## src/rtl/res_pack_pkg.sv

```systemverilog
// Shared constants and FSM encoding for the result-image packer.
package res_pack_pkg;

  localparam int IMG_W     = 128;
  localparam int N_PIX     = 16384;
  localparam int N_WORD    = 1024;
  localparam int WORD_BITS = 16;

  localparam int PIX_AW  = 14;
  localparam int WORD_AW = 10;
  localparam int BIT_CW  = 4;

  typedef enum logic [1:0] {
    IDLE  = 2'd0,
    READ  = 2'd1,
    FLUSH = 2'd2,
    DONE  = 2'd3
  } state_e;

endpackage

```

## src/rtl/res_pack_shreg.sv

```systemverilog
// Thresholds one pixel per cycle into an MSB-first 16-bit word; flags the
// cycle in which the 16th pixel of a word arrives.
module res_pack_shreg
  import res_pack_pkg::*;
#(
  parameter logic [7:0] THRESH = 8'd1
) (
  input  logic                 clk,
  input  logic                 reset,
  input  logic                 clear,
  input  logic                 shift_en,
  input  logic [7:0]           pix,
  output logic                 word_valid,
  output logic [WORD_BITS-1:0] word
);

  logic [WORD_BITS-1:0] shift_q, shift_d;
  logic [BIT_CW-1:0]    bit_cnt_q, bit_cnt_d;
  logic                 pix_bit;

  // word is the value the register takes this edge, so the top can latch a
  // completed word in the same edge the last pixel is captured
  always_comb begin
    pix_bit    = (pix >= THRESH);
    word       = {shift_q[WORD_BITS-2:0], pix_bit};
    word_valid = shift_en && (bit_cnt_q == BIT_CW'(WORD_BITS - 1));
    shift_d    = shift_q;
    bit_cnt_d  = bit_cnt_q;
    if (clear) begin
      shift_d   = '0;
      bit_cnt_d = '0;
    end else if (shift_en) begin
      shift_d   = word;
      bit_cnt_d = bit_cnt_q + BIT_CW'(1);
    end
  end

  always_ff @(posedge clk or negedge reset) begin
    if (!reset) begin
      shift_q   <= '0;
      bit_cnt_q <= '0;
    end else begin
      shift_q   <= shift_d;
      bit_cnt_q <= bit_cnt_d;
    end
  end

endmodule

```

## src/rtl/res_pack.sv

```systemverilog
// Streams the 128x128 result RAM, thresholds each pixel and writes the
// bit-packed image into the 1024x16 packed RAM.
module res_pack
  import res_pack_pkg::*;
#(
  parameter logic [7:0] THRESH = 8'd1
) (
  input  logic                 clk,
  input  logic                 reset,
  input  logic                 start,
  output logic                 res_rd,
  output logic [PIX_AW-1:0]    res_addr,
  input  logic [7:0]           res_di,
  output logic                 sti_wr,
  output logic [WORD_AW-1:0]   sti_addr,
  output logic [WORD_BITS-1:0] sti_do,
  output logic                 busy,
  output logic                 done
);

  localparam logic [PIX_AW-1:0]  PIX_LAST  = PIX_AW'(N_PIX - 1);
  localparam logic [WORD_AW-1:0] WORD_LAST = WORD_AW'(N_WORD - 1);

  state_e               state_q, state_d;
  logic                 res_rd_q, res_rd_d;
  logic [PIX_AW-1:0]    res_addr_q, res_addr_d;
  logic                 sti_wr_q, sti_wr_d;
  logic [WORD_AW-1:0]   sti_addr_q, sti_addr_d;
  logic [WORD_BITS-1:0] sti_do_q, sti_do_d;
  logic                 busy_q, busy_d;
  logic                 done_q, done_d;
  logic                 pix_valid_q, pix_valid_d;
  logic [WORD_AW-1:0]   word_cnt_q, word_cnt_d;

  logic                 shreg_clear;
  logic                 word_valid;
  logic [WORD_BITS-1:0] word;

  res_pack_shreg #(.THRESH(THRESH)) u_shreg (
    .clk        (clk),
    .reset      (reset),
    .clear      (shreg_clear),
    .shift_en   (pix_valid_q),
    .pix        (res_di),
    .word_valid (word_valid),
    .word       (word)
  );

  // pix_valid tracks the one-cycle RAM read latency
  always_comb begin
    state_d     = state_q;
    res_rd_d    = res_rd_q;
    res_addr_d  = res_addr_q;
    sti_wr_d    = 1'b0;
    sti_addr_d  = sti_addr_q;
    sti_do_d    = sti_do_q;
    done_d      = done_q;
    pix_valid_d = res_rd_q;
    word_cnt_d  = word_cnt_q;
    shreg_clear = 1'b0;

    case (state_q)
      IDLE, DONE: begin
        if (start) begin
          state_d     = READ;
          res_rd_d    = 1'b1;
          res_addr_d  = '0;
          word_cnt_d  = '0;
          done_d      = 1'b0;
          shreg_clear = 1'b1;
        end
      end
      READ: begin
        if (res_addr_q == PIX_LAST) begin
          state_d  = FLUSH;
          res_rd_d = 1'b0;
        end else begin
          res_addr_d = res_addr_q + PIX_AW'(1);
        end
      end
      FLUSH: begin
        if (sti_wr_q && (sti_addr_q == WORD_LAST)) begin
          state_d    = DONE;
          done_d     = 1'b1;
          res_addr_d = '0;
          sti_addr_d = '0;
          sti_do_d   = '0;
        end
      end
      default: state_d = IDLE;
    endcase

    if (word_valid) begin
      sti_wr_d   = 1'b1;
      sti_addr_d = word_cnt_q;
      sti_do_d   = word;
      if (word_cnt_q != WORD_LAST) begin
        word_cnt_d = word_cnt_q + WORD_AW'(1);
      end
    end

    busy_d = (state_d == READ) || (state_d == FLUSH);
  end

  always_ff @(posedge clk or negedge reset) begin
    if (!reset) begin
      state_q     <= IDLE;
      res_rd_q    <= 1'b0;
      res_addr_q  <= '0;
      sti_wr_q    <= 1'b0;
      sti_addr_q  <= '0;
      sti_do_q    <= '0;
      busy_q      <= 1'b0;
      done_q      <= 1'b0;
      pix_valid_q <= 1'b0;
      word_cnt_q  <= '0;
    end else begin
      state_q     <= state_d;
      res_rd_q    <= res_rd_d;
      res_addr_q  <= res_addr_d;
      sti_wr_q    <= sti_wr_d;
      sti_addr_q  <= sti_addr_d;
      sti_do_q    <= sti_do_d;
      busy_q      <= busy_d;
      done_q      <= done_d;
      pix_valid_q <= pix_valid_d;
      word_cnt_q  <= word_cnt_d;
    end
  end

  assign res_rd   = res_rd_q;
  assign res_addr = res_addr_q;
  assign sti_wr   = sti_wr_q;
  assign sti_addr = sti_addr_q;
  assign sti_do   = sti_do_q;
  assign busy     = busy_q;
  assign done     = done_q;

endmodule

```

## config.mk

```make
export PLATFORM = sky130hd
export DESIGN_NAME = res_pack
export DESIGN_NICKNAME = d
export VERILOG_FILES = /design/src/rtl/res_pack_pkg.sv /design/src/rtl/res_pack_shreg.sv /design/src/rtl/res_pack.sv
export SDC_FILE = /design/constraint.sdc
export NUM_CORES = 1
export LEC_CHECK = 0
export BUFFER_PORTS_ARGS = -buffer_cell sky130_fd_sc_hd__buf_2
export CORE_MARGIN = 2
export CORE_UTILIZATION = 50
export DETAILED_ROUTE_END_ITERATION = 16
export PLACE_DENSITY = 0.79
export SLEW_MARGIN = 20
export SYNTH_ARGS = -nofsm -noshare
export SYNTH_HDL_FRONTEND = slang
export SYNTH_SLANG_ARGS = --single-unit
export TNS_END_PERCENT = 50
```

## constraint.sdc

```tcl
create_clock -name clk -period 2.4 [get_ports clk]
set_clock_uncertainty 0.1 [all_clocks]
set_input_delay 0.12 -clock clk [delete_from_list [all_inputs] [get_ports clk]]
set_output_delay 0.12 -clock clk [all_outputs]
set_load 0.05 [all_outputs]
```

==> results of run 1 <==
==> layer usage <==
layer	vias up	global-route usage	part of all wire
met1	1333	0.302	0.48
met4	0	0.0937	0.023
met2	63	0.306	0.45
met5	-	0	0
met3	15	0.0368	0.039
li1	1336	-	-
==> cell families (layout without fill, tap and decap cells) <==
group	Yosys count	count (layout)	synth area share
flip-flops	76	76	0.538
AO/OA/AOI/OAI	77	77	0.172
buffers and inverters	20	86	0.0227
adder cells (fa/ha/maj)	5	5	0.0177
multiplexers	16	16	0.0457
AND/OR/NAND/NOR	124	124	0.189
XOR/XNOR	6	6	0.0149
==> critical path, cell delays in order, from the launching register on <==
cell      delay, ns
dfrtp_1        0.41
inv_1          0.08
ha_1           0.37
clkinv_1       0.35
or4_1          0.60
nand3_1        0.10
==> per-stage QoR <==
stage | cells | setup WS [ns] | instance area [um^2] | power [uW]
floorplan | 324 | 0.287 | 3530 | 2310
global placement | 469 | 0.434 | 3950 | 2550
detailed placement | 469 | 0.356 | 3950 | 2580
CTS | 486 | 0.333 | 4140 | 3490
global route | 486 | 0.178 | 4140 | 3670
finish | 486 | 0.323 | 4140 | 3460
==> power breakdown <==
| part | switching [uW] | leakage [uW] | internal [uW] |
|---|---|---|---|
| clock | 502 | 0.0000893 | 411 |
| combinational | 651 | 0.00102 | 279 |
| sequential | 156 | 0.00102 | 1460 |
==> synth_stat cells, types with 2 or more instances <==
cell type	count	area share
a211o_1	3	0.0074
a21oi_1	5	0.0071
a22o_1	30	0.074
and2_1	4	0.0071
and3_1	7	0.012
and4_1	3	0.0074
buf_1	3	0.0032
buf_2	4	0.0057
clkbuf_1	6	0.0064
dfrtp_1	76	0.54
ha_1	5	0.018
inv_1	5	0.0053
mux2i_1	15	0.042
nand2_1	24	0.025
nand2b_1	2	0.0035
nand3_1	23	0.033
nand3_2	2	0.0057
nand3b_1	3	0.0064
nand4_1	6	0.011
nand4_2	3	0.011
nor2_1	29	0.031
nor3_1	4	0.0057
nor4_1	6	0.011
o21ai_0	6	0.0085
o21ai_1	10	0.014
o31ai_1	8	0.017
o31ai_4	2	0.012
or4_1	3	0.0064
xor2_1	5	0.012
==> sequential cells by signal, indices dropped and copies added (netlist names) <==
name and cells:
done 1, word_cnt_q 10, busy 1, res_rd 1, pix_valid_q 1, res_addr 14, u_shreg.bit_cnt_q 4, sti_addr 10
sti_wr 1, u_shreg.shift_q 15, sti_do 16, state_q 2
==> final timing paths <==
kind                             from          end  slack, ns  depth (start not counted)
max                        state_q[1]  res_addr[7]       0.32                          5
min                             start         done       0.02                          3
max reg2reg                state_q[1]  res_addr[7]       0.32                          5
min reg2reg                    res_rd  pix_valid_q       0.38                          0
max in group asynchronous       reset         busy       1.27                          2
min in group asynchronous       reset    sti_do[6]       0.34                          2
==> layout make-up <==
| type | count | area, um^2 |
|---|---|---|
| Inverter | 7 | 26.3 |
| Fill cell | 593 | 2690 |
| Timing Repair Buffer | 63 | 355 |
| Clock buffer | 10 | 138 |
| Sequential cell | 76 | 1900 |
| Tap cell | 96 | 120 |
| Clock inverter | 6 | 46.3 |
| Multi-Input combinational cell | 228 | 1550 |
==> out/qor.yml, run 1 <==
final_layout:
  insertedDiodeCount: 0
  mostFrequentLayoutCell: "dfrtp_1"
  layout_common_cells: "76 x dfrtp_1, 53 x buf_2, 30 x a22o_1"
  utilization: 0.606
  nNetsFinal: 401
  syn_to_final_growth_pct: 17.1
  drive_gt1_frac: 0.233
setup_path:
  worstPathArrival_ns: 2.26
  worstPathMaxFanout: 12
  cp-end-kind: "flip-flop"
  cp.required_ns: 2.58
  timing.setup.critical_path_class: "flip-flop to flip-flop"
  startpoint_type: "flip-flop"
grt:
  grt_max_degree: 77
  grt_pass1_wl_um: 12600
  track_usage: 0.208
  antenna_found_initial: 0
  grt_pass1_vias: 2641
  grt.overflow.total: 0
place:
  port-buffer-count: 54
  gp_congestion: 0.849
  dpl.hpwl_um: 5060
sta:
  fmax_mhz: 481
  setup_viol: 0
  worst_slew_pin_slew_ns: 0.919
  rsz0062_at_grt: "no"
  hold_viol: 0
  max-slew-margin-rel: 0.387
  maxSlewViolCount: 0
  finalCritPeriodShare: 0.865
  fin_setup_tns_ns: 0
  period_needed_ns: 2.08
  timing.hold.ws_ns: 0.0226
clock_network:
  cts_htree_levels: 3
  clock_sinks: 76
  cts_made_buffers: 9
  cts-root-buf: "clkbuf_8"
  post_cts_buffers: 0
  clk_latency_ns: 0.36
  hold_buffers: 1
  ctsResizeCount: 0
  clockBufferDepth: 2
  clkSlewWorstSetupHoldPaths_ns: 0.08
  tritoncts: "built"
yosys:
  synth_cell_types: 51
  synth_ff_type: "dfrtp_1"
  yosysSeqAreaShare: 0.538
  avgSynthCellArea_um2: 10.9
  yosysWarnings: 0
  synth_area_mm2: 0.00353
  async_flop_share: 1.00
  synth-edff-count: 0
  syn_inst: 324
  syn_nets: 340
  synth-seq-cells: 76
status:
  status: "completed"
power:
  vdd.ir_drop.worst_mv: 0.329
  p_leak_uw: 0.00213
  powerDensity_mw_per_mm2: 836
floorplanning:
  start_util: 0.517
  core_mm2: 0.00683
  num_rows: 30
  ioPinCount: 55
  die_h_um: 88.1
  dieArea_mm2: 0.00776
  die_w_um: 88.1
hold_path:
  hold_path_class: "primary input to flip-flop"
route:
  ant_nets: 0
  num_vias: 2747
  drt_iter0_markers: 175
  wl_um: 7410
  drtPass1Iterations: 4
  wl_per_cell_um: 15.2
  drc_errors: 0
  vias_per_cell: 5.65
flow_run:
  drv_cap: 0
(Power assumes the default switching activity.)
==> inputs of run 2 (changes only) <==
--- a/config.mk
+++ b/config.mk
@@ -5,11 +5,12 @@
 export SDC_FILE = /design/constraint.sdc
 export NUM_CORES = 1
 export LEC_CHECK = 0
+export ABC_AREA = 1
 export BUFFER_PORTS_ARGS = -buffer_cell sky130_fd_sc_hd__buf_2
 export CORE_MARGIN = 2
 export CORE_UTILIZATION = 50
 export DETAILED_ROUTE_END_ITERATION = 16
-export PLACE_DENSITY = 0.79
+export PLACE_DENSITY = 0.78
 export SLEW_MARGIN = 20
 export SYNTH_ARGS = -nofsm -noshare
 export SYNTH_HDL_FRONTEND = slang
==> run 2 against run 1 <==
Against the previous run: sequential share of layout area down 0.15 points; combinational power down 96%; global-route usage down 0.48 points; critical path type unchanged; register-to-register slack worse by 0.06 ns; non-clock buffer count down 5; power down 37%; critical endpoint is now u_shreg.bit_cnt_q[3].
==> out/qor.yml, run 2 <==
yosys:
  synth.cells.most_frequent: "120 x nand2_1, 76 x dfrtp_1, 62 x inv_1, 35 x nor2_1, 35 x o21ai_0"
  synthTopCellsByArea: "dfrtp_1 52%, nand2_1 12%, inv_1 6.4%"
  yosysWarnings: 0  # unchanged
  synth-edff-count: 0  # unchanged
  yosysMostFrequentCell: "nand2_1"
  syn_nets: 456  # +34%
  avgSynthCellArea_um2: 8.28  # -24%
  yosysSeqAreaShare: 0.522  # -0.0159
  syn_inst: 440  # +36%
  async_flop_share: 1.00  # unchanged
  synth_top_area_frac: 0.522  # -0.0159
  synth.largest_area_cell: "dfrtp_1"
  synth_cell_types: 32  # -37%
  synth_area_mm2: 0.00364  # +3.0%
  synth_ff_type: "dfrtp_1"
  synth-seq-cells: 76  # unchanged
grt:
  grt_max_degree: 77  # unchanged
  grt_pass1_wl_um: 12700  # +1.2%
  grt.overflow.total: 0  # unchanged
  antenna_found_initial: 0  # unchanged
  grt_pass1_vias: 2886  # +9.3%
  track_usage: 0.203  # -0.00483
  busiest_layer: "met2"
  met3_usage: 0.0434  # +0.00664
  met1_usage: 0.265  # -0.0361
  use_met2: 0.335  # +0.0282
final_layout:
  insertedDiodeCount: 0  # unchanged
  nNetsFinal: 514  # +28%
  finalInstanceArea_mm2: 0.00415  # +0.33%
  instances_no_fill: 602  # +24%
  largest_register_ffs: 16  # unchanged
  layout_common_cells: "120 x nand2_1, 76 x dfrtp_1, 62 x inv_1"
  drive_gt1_frac: 0.177  # -0.0564
  syn_to_final_growth_pct: 14.1
  mostFrequentLayoutCell: "nand2_1"
route:
  ant_nets: 0  # unchanged
  vias_per_cell: 4.99  # -12%
  wl_um: 7390  # -0.20%
  drc_errors: 0  # unchanged
  wl_per_cell_um: 12.3  # -19%
  num_vias: 3002  # +9.3%
  drt_iter0_markers: 191  # +9.1%
  drtPass1Iterations: 4  # unchanged
clock_network:
  clockBufferDepth: 2  # unchanged
  post_cts_buffers: 0  # unchanged
  cts-root-buf: "clkbuf_8"
  tritoncts: "built"
  clk_latency_ns: 0.34  # -0.02 ns
  ctsResizeCount: 0  # unchanged
  clkSlewWorstSetupHoldPaths_ns: 0.08  # about the same
  cts_htree_levels: 3  # unchanged
  clock_sinks: 76  # unchanged
  cts_made_buffers: 9  # unchanged
power:
  clock_power_share: 0.393  # +0.129
  switching_power_uw: 500  # -62%
  finalPower_uw: 2170  # -37%
  switching_share: 0.231  # -0.147
  vdd.ir_drop.worst_mv: 0.238  # -28%
  powerDensity_mw_per_mm2: 522  # -38%
  p_leak_uw: 0.00225  # +5.6%
  intPower_uw: 1670  # -23%
  combPwrFrac: 0.017  # -0.252
  p_seq_frac: 0.590  # +0.122
setup_path:
  timing.setup.critical_path_class: "flip-flop to flip-flop"
  reg2reg_depth: 8  # +3
  r2r_slack_ns: 0.26  # -0.06 ns
  worstPathMaxFanout: 18  # +6
  r2r_end: "u_shreg.bit_cnt_q[3]"
  rr_startpoint: "state_q[0]"
  worstPathArrival_ns: 2.27  # about the same
  cp.required_ns: 2.53  # -0.05 ns
  crit_chain: "inv_1 > ha_1 > nand2_4 > inv_2 > or2_1 > nand2_1 > o21ai_0 > a21oi_1"
  cp_slowest_cell: "or2_1"
  cp-end-kind: "flip-flop"
  startpoint_type: "flip-flop"
  slowest_delay_ns: 0.48  # -0.12 ns
sta:
  max-slew-margin-rel: 0.376  # -0.0106
  maxSlewViolCount: 0  # unchanged
  worst_slew_pin_slew_ns: 0.935  # +0.0159 ns
  fmax_mhz: 467  # -3.0%
  hold_viol: 0  # unchanged
  finalCritPeriodShare: 0.893  # +0.0270
  fin_setup_tns_ns: 0  # unchanged
  period_needed_ns: 2.14  # +0.0649 ns
  setup_viol: 0  # unchanged
  rsz0062_at_grt: "no"
place:
  dpl.hpwl_um: 5120  # +1.2%
  port-buffer-count: 54  # unchanged
  placed_cells: 583  # +24%
  gp_congestion: 0.860  # +1.4%
  place_area_mm2: 0.00396  # +0.22%
hold_path:
  min_to: "res_rd"
  hold-path-cell-count: 3  # unchanged
  min_from: "start"
  hold_path_class: "primary input to flip-flop"
floorplanning:
  core_mm2: 0.00714  # +4.5%
  start_util: 0.510  # -0.00706
  num_rows: 31  # +3.3%
  ioPinCount: 55  # unchanged
  dieArea_mm2: 0.00798  # +2.9%
  die_h_um: 89.4  # +1.4%
  die_w_um: 89.4  # +1.4%
flow_run:
  drv_cap: 0  # unchanged
status:
  status: "completed"
==> run 2: cell types whose count changed after synthesis, sizes merged, moves of 14 or more <==
cell	previous run	this run
nand2	25	123
inv	6	65
o21ai	16	54
a22o	30	0
mux2i	15	0
o22ai	1	15
==> run 2: worst max-delay path: cells and delay by family, from the launching register on <==
family / cells / cell delay [ns]
and+or+nand+nor: 3 / 0.72
DFF: 1 / 0.39
adders and majority gates: 1 / 0.39
AOI/OAI and AO/OA: 2 / 0.23
buffers and inverters: 2 / 0.19
==> run 2: through the flow <==
stage	hold WS [ns]	setup WS [ns]	utilization
global placement	0.229	0.387	0.554
finish	0.0506	0.258	0.582
detailed placement	0.231	0.275	0.554
floorplan	-0.276	0.512	-
global route	0.0700	0.103	0.582
CTS	0.0362	0.262	0.582
==> run 2: cell type report <==
| type | count | area (um^2) |
|---|---|---|
| fill | 679 | 2980 |
| sequential | 76 | 1900 |
| multi-input combinational | 288 | 1410 |
| timing repair buffer | 58 | 310 |
| inverter | 65 | 244 |
| clock buffer | 11 | 131 |
| tap | 99 | 124 |
| clock inverter | 5 | 37.5 |
==> run 2: kinds of logic (layout without fill, tap and decap cells) <==
logic type	Yosys count	count (layout)	share of synthesized area
AND/OR/NAND/NOR	203	203	0.240
adder cells (fa/ha/maj)	5	5	0.0172
XOR/XNOR	7	7	0.0168
flip-flops	76	76	0.522
buffers and inverters	76	139	0.0921
AO/OA/AOI/OAI	73	73	0.112
==> run 2: how the worst max path moves through the flow <==
stage                            to  depth (start not counted)         from
2_1_floorplan           res_addr[6]                          8  res_addr[0]
3_3_place_gp   u_shreg.bit_cnt_q[3]                          8   state_q[0]
3_5_place_dp   u_shreg.bit_cnt_q[3]                          8   state_q[0]
4_1_cts        u_shreg.bit_cnt_q[3]                          8   state_q[0]
5_1_grt        u_shreg.bit_cnt_q[3]                          8   state_q[0]
6_report       u_shreg.bit_cnt_q[3]                          8   state_q[0]
==> run 2: layer usage <==
metal	part of all wire	vias to the layer above
met5	0	-
met4	0.011	0
met3	0.034	8
met2	0.48	49
met1	0.47	1424
li1	-	1521
==> run 2: repair_timing <==
item | 4_1_cts | 5_1_grt
endpoints found under the hold margin | 78 | 0
hold buffers | 3 | 0
endpoints found under the setup margin | 0 | 0
==> run 2: power by group through the flow <==
| stage | sequential (uW) | combinational, uW | clock (uW) |
|---|---|---|---|
| after global routing | 1280 | 44.4 | 936 |
| after detailed placement | 1300 | 36.7 | 0 |
| after floorplan | 1310 | 2.06 | 0 |
| final | 1280 | 37.2 | 852 |
| after CTS | 1280 | 39.5 | 870 |
| after global placement | 1300 | 36.1 | 0 |
